[src/rtl/fphub_pkg.sv]
// Shared FPHUB definitions: normalizer FSM states and field-width helpers.
// Latency: n/a (types, constants and constant functions only).
// Backpressure: n/a.
package fphub_pkg;

  // Normalizer control states.
  typedef enum logic [1:0] {
    IDLE = 2'd0,
    NORM = 2'd1,
    DONE = 2'd2
  } norm_state_t;

  // Default field widths of the single-precision HUB format.
  localparam int DEF_MAN_W = 24;
  localparam int DEF_EXP_W = 8;

  // Stored mantissa width; the explicit leading one sits at bit m-1.
  function automatic int man_w(input int m);
    return m;
  endfunction

  // Biased exponent field width.
  function automatic int exp_w(input int e);
    return e;
  endfunction

  // Packed result word: {sign, exponent, mantissa}.
  function automatic int word_w(input int m, input int e);
    return m + e + 1;
  endfunction

  // Raw adder sum: carry, mantissa and ILSB.
  function automatic int sum_w(input int m);
    return m + 2;
  endfunction

  // Largest encodable exponent for an e-bit field.
  function automatic int exp_max(input int e);
    return (1 << e) - 1;
  endfunction

  localparam int EXP_MAX = (1 << DEF_EXP_W) - 1;

endpackage

[src/rtl/fphub_pack.sv]
// Assembles the packed HUB word and applies zero/underflow flush or overflow saturation.
// Latency: combinational, feeds the result register of the normalizer.
// Backpressure: none, pure function of its inputs.
module fphub_pack
  import fphub_pkg::*;
#(
  parameter int M = 24,
  parameter int E = 8
) (
  input  logic                      i_sign,
  input  logic [exp_w(E)-1:0]       i_exp,
  input  logic [man_w(M)-1:0]       i_man,
  input  logic                      i_zero,
  input  logic                      i_ovf,
  input  logic                      i_uf,
  output logic [word_w(M, E)-1:0]   o_word
);

  // Zero and underflow both produce +0; overflow keeps the sign and saturates every other bit.
  always_comb begin
    o_word = {i_sign, i_exp, i_man};
    if (i_zero || i_uf) begin
      o_word = '0;
    end else if (i_ovf) begin
      o_word = {i_sign, {E{1'b1}}, {M{1'b1}}};
    end
  end

endmodule

[src/rtl/fphub_normalizer.sv]
// Normalizes the FPHUB adder sum one bit position per cycle and packs the HUB result.
// Latency: 2 cycles for carry/normalized/zero sums, 2+k for a k-position left shift (max 2+M).
// Backpressure: one operation in flight; in_ready stays low until out_valid is taken by out_ready.
module fphub_normalizer
  import fphub_pkg::*;
#(
  parameter int M = 24,
  parameter int E = 8
) (
  input  logic           clk,
  input  logic           rst,
  input  logic           in_valid,
  output logic           in_ready,
  input  logic [M+1:0]   sum_in,
  input  logic           sign_in,
  input  logic [E-1:0]   exp_in,
  output logic           out_valid,
  input  logic           out_ready,
  output logic [E+M:0]   result,
  output logic           zero_flag,
  output logic           ovf_flag,
  output logic           uf_flag
);

  localparam int SW = sum_w(M);
  localparam int WW = word_w(M, E);
  localparam int XMAX_I = exp_max(E);
  // Working exponent is one bit wider so the carry increment cannot wrap.
  localparam logic [E:0] XMAX  = XMAX_I[E:0];
  localparam logic [E:0] X_ONE = {{E{1'b0}}, 1'b1};

  norm_state_t     r_state;
  logic [SW-1:0]   r_w;
  logic            r_sign;
  logic [E:0]      r_x;
  logic            r_out_valid;
  logic [WW-1:0]   r_result;
  logic            r_zero;
  logic            r_ovf;
  logic            r_uf;

  logic [E:0]      w_x_inc;
  logic [E:0]      w_x_dec;
  logic            w_term;
  logic            w_zero;
  logic            w_ovf;
  logic            w_uf;
  logic [M-1:0]    w_man;
  logic [E-1:0]    w_exp;
  logic [WW-1:0]   w_word;

  assign in_ready  = (r_state == IDLE) && !rst;
  assign out_valid = r_out_valid;
  assign result    = r_result;
  assign zero_flag = r_zero;
  assign ovf_flag  = r_ovf;
  assign uf_flag   = r_uf;

  assign w_x_inc = r_x + X_ONE;
  assign w_x_dec = r_x - X_ONE;

  // One normalization step: decide whether this cycle finishes the operation and with which fields.
  always_comb begin
    w_term = 1'b0;
    w_zero = 1'b0;
    w_ovf  = 1'b0;
    w_uf   = 1'b0;
    w_man  = r_w[M:1];
    w_exp  = r_x[E-1:0];
    if (r_w == '0) begin
      // Exact cancellation: no leading one will ever appear.
      w_term = 1'b1;
      w_zero = 1'b1;
    end else if (r_w[M+1]) begin
      // Carry out: drop one position right; the dropped bit is discarded (HUB truncation).
      w_term = 1'b1;
      w_man  = r_w[M+1:2];
      w_exp  = w_x_inc[E-1:0];
      w_ovf  = (w_x_inc > XMAX);
    end else if (r_w[M]) begin
      // Leading one already in place.
      w_term = 1'b1;
    end else if ((r_x == '0) || (w_x_dec == '0)) begin
      // A shift would reach the reserved exponent 0 (or the input already had it): flush.
      w_term = 1'b1;
      w_uf   = 1'b1;
    end
  end

  fphub_pack #(
    .M (M),
    .E (E)
  ) u_pack (
    .i_sign (r_sign),
    .i_exp  (w_exp),
    .i_man  (w_man),
    .i_zero (w_zero),
    .i_ovf  (w_ovf),
    .i_uf   (w_uf),
    .o_word (w_word)
  );

  // Control FSM with registered result, flags and output handshake.
  always_ff @(posedge clk) begin
    if (rst) begin
      r_state     <= IDLE;
      r_w         <= '0;
      r_sign      <= 1'b0;
      r_x         <= '0;
      r_out_valid <= 1'b0;
      r_result    <= '0;
      r_zero      <= 1'b0;
      r_ovf       <= 1'b0;
      r_uf        <= 1'b0;
    end else begin
      case (r_state)
        IDLE: begin
          if (in_valid) begin
            r_w     <= sum_in;
            r_sign  <= sign_in;
            r_x     <= {1'b0, exp_in};
            r_state <= NORM;
          end
        end
        NORM: begin
          if (w_term) begin
            r_result <= w_word;
            r_zero   <= w_zero;
            r_ovf    <= w_ovf;
            r_uf     <= w_uf;
            r_state  <= DONE;
          end else begin
            r_w <= {r_w[SW-2:0], 1'b0};
            r_x <= w_x_dec;
          end
        end
        DONE: begin
          // Result lands one cycle before out_valid rises; flags clear together with out_valid.
          if (!r_out_valid) begin
            r_out_valid <= 1'b1;
          end else if (out_ready) begin
            r_out_valid <= 1'b0;
            r_zero      <= 1'b0;
            r_ovf       <= 1'b0;
            r_uf        <= 1'b0;
            r_state     <= IDLE;
          end
        end
        default: begin
          r_state <= IDLE;
        end
      endcase
    end
  end

endmodule

[config.mk]
export PLATFORM = sky130hd
export DESIGN_NAME = fphub_normalizer
export DESIGN_NICKNAME = d
export VERILOG_FILES = /design/src/rtl/fphub_pkg.sv /design/src/rtl/fphub_pack.sv /design/src/rtl/fphub_normalizer.sv
export SDC_FILE = /design/constraint.sdc
export NUM_CORES = 1
export LEC_CHECK = 0
export CORE_AREA = 3 3 102 104
export DETAILED_ROUTE_END_ITERATION = 12
export DIE_AREA = 0 0 105 107
export SYNTH_ARGS = -nofsm -noshare
export SYNTH_HDL_FRONTEND = slang
export SYNTH_SLANG_ARGS = --single-unit
[constraint.sdc]
create_clock -name clk -period 3.14 [get_ports clk]
set_input_delay 0.471 -clock clk [delete_from_list [all_inputs] [get_ports clk]]
set_output_delay 0.471 -clock clk [all_outputs]
set_load 0.005 [all_outputs]
==> results.cfg <==
[run_status]
status = finished, final reports clean

[power]
clock_power_share_pct = 19.0
p_int_mw = 2.02
leakage_nw = 1.68
seq_power_share_pct = 41.1
power.switching_mw = 1.45
power_frac_comb_pct = 39.9
p_sw_share_pct = 41.7
peakVddDrop_mv = 0.379
p_per_area_mw_per_mm2 = 724

[timing]
min_period_ps = 2640
max_freq_ghz = 0.379
finalCritPeriodShare_pct = 84.1
fin_tns_setup_ps = 0
setup_viol = 0
tightestPinTransition_ps = 653
rsz0062_at_grt = false
hold_viol = 0
fin_skew_ps = 13.3
slew_headroom_pct = 56.3
drv_slew = 0

[die]
rows = 36
die_area_sq_mm = 0.0112
io_pins = 77
core_area_sq_mm = 0.00964
fp.dieH_microns = 107
initial_core_util_pct = 39.1
dieWidth_microns = 105

[cts]
tritoncts_num_sinks = 75
cts_tree = yes
root_buffer = clkbuf_8
clk_pin_slew_ps = 80
clock_insertion_delay_worst_skew_ps = 340
post_cts_resized = 0
hold_buffers = 0
cts_buffers = 9
post_cts_buffers = 0
cts_buffer_depth = 2
cts-htree-levels = 3

[global_routing]
grt_pass1_vias = 3391
grt_pass1_wl_microns = 16900
antenna_found_initial = 0
grt_max_degree = 51
overflow = 0
gr-usage-all-layers_pct = 18.3

[detailed_routing]
wirelength_microns = 10200
num_vias = 3551
wl_per_cell_microns = 15.5
dr.first_iter.drc_count = 194
drt_first_pass_iters = 6
viasPerCell = 5.40
drtAntennaViolNets = 0
drc_errors = 0

[worst_setup_path]
path_class = flip-flop to flip-flop
timing.rr.start = r_x[0]
reg2reg_depth = 10
reg2reg_to = result[28]
cp-end-kind = flip-flop
cp.required_ps = 3380
crit_fanout = 9
reg2reg_slack_ps = 500
arrival_ps = 2880
start_kind = flip-flop

[placement]
gp_congestion = 0.857
hpwl_microns = 7050
port_buffers = 76

[synthesis]
synth_edf_count = 0
synth_cell_types = 57
syn_inst = 459
synthesis.nets = 503
syn_avg_cell_area_sq_um = 8.21
ys_ff_latch = 75
ys.flop_type = dfxtp_1
ys_warn_count = 0
yosysSeqAreaShare_pct = 39.8
async_reset_ff_share_pct = 0
syn-cell-area_sq_mm = 0.00377

[cells_and_area]
mostFrequentLayoutCell = clkdlybuf4s50_1
drive_above_1_share_pct = 7.81
final_cell_mix = clkdlybuf4s50_1 (76), dfxtp_1 (75), nand2_1 (68)
antennaDiodeCount = 0
utilization_pct = 49.7
syn_to_final_growth_pct = 27.1
layout.nets = 564

[min_path]
hold_end = result[13]
holdPathStages = 2
min_path_type = flip-flop to flip-flop
hp-start = result[13]

[run]
max_cap_violations = 0
final cells by class:
class                      count  area [sq um]
sequential                    75          1500
clock inverter                 6          42.5
fill                         992          4850
clock buffer                  10           128
tap                          133           166
inverter                      30           113
timing repair buffer          90           878
multi-input combinational    314          1960
sequential cells by signal, summed over array words and instances (netlist names), 2 cells and up:
name and count:
result 33, r_w 26, r_x 9, r_state 2
worst max path at each step:
| stage | startpoint | to | slack (ps) | depth (start not counted) |
|---|---|---|---|---|
| 6_report | r_x[0] | result[28] | 500 | 10 |
| 5_1_grt | r_x[0] | result[32] | 350 | 10 |
| 4_1_cts | r_x[0] | result[28] | 530 | 10 |
| 3_5_place_dp | r_x[0] | result[32] | 560 | 10 |
| 3_3_place_gp | r_x[0] | result[28] | 610 | 10 |
| 2_1_floorplan | r_x[0] | result[32] | 610 | 11 |
Yosys cell counts, types with 4 or more instances:
| cell type | count | area share (%) |
|---|---|---|
| nor4_1 | 7 | 1.2 |
| o221ai_1 | 24 | 5.6 |
| buf_2 | 8 | 1.1 |
| dfxtp_1 | 75 | 40 |
| nand3_1 | 7 | 0.93 |
| o2bb2ai_1 | 4 | 0.93 |
| xnor2_1 | 6 | 1.4 |
| nor3_1 | 9 | 1.2 |
| nand2_1 | 68 | 6.8 |
| buf_6 | 5 | 1.5 |
| a21oi_1 | 8 | 1.1 |
| nand4_1 | 7 | 1.2 |
| o21ai_0 | 34 | 4.5 |
| nand2b_1 | 6 | 1.0 |
| a311oi_1 | 27 | 6.3 |
| ha_1 | 5 | 1.7 |
| inv_1 | 30 | 3.0 |
| nor2_1 | 43 | 4.3 |
| mux2i_1 | 6 | 1.6 |
| clkbuf_1 | 24 | 2.4 |
per-layer routing:
layer	part of all wire, %	wire length (microns)	vias to the layer above	track usage [%]
li1	-	-	1781	-
met1	48	4850	1666	25.6
met2	46	4680	96	29.0
met3	5.4	549	8	3.31
met4	0.97	99	0	5.44
met5	0	0	-	0
logic make-up after synthesis:
kind of cell / Yosys count / synth area share (%)
AO/OA/AOI/OAI: 130 / 26.2
XOR/XNOR: 8 / 1.86
adder cells (fa/ha/maj): 5 / 1.66
buffers and inverters: 70 / 8.33
flip-flops: 75 / 39.8
multiplexers: 6 / 1.59
AND/OR/NAND/NOR: 165 / 20.6
worst max-delay path: stages, from the launching register on:
cell and delay, ps:
dfxtp_1 320, inv_1 140, ha_1 290, or3b_1 430, o31ai_2 240, nand4b_1 180
o21ai_4 250, o21ai_2 120, nor2b_1 160, buf_4 190, a22o_1 220
metrics by stage:
step	worst slack [ps]	power (mW)	area, sq um	hold slack [ps]	std cells
after floorplan	608	2.39	3770	436	459
after global placement	607	2.81	4620	440	642
after detailed placement	556	2.82	4620	447	642
after CTS	535	3.49	4790	461	658
after global routing	347	3.73	4790	481	658
final	499	3.47	4790	457	658
power by group through the flow:
stage,clock network (mW),registers [mW],logic (mW)
floorplan,0,1.32,1.07
global placement,0,1.43,1.37
detailed placement,0,1.44,1.38
CTS,0.682,1.42,1.39
global route,0.715,1.46,1.55
finish,0.659,1.42,1.38
No activity file was read; power rests on OpenSTA's default activity.
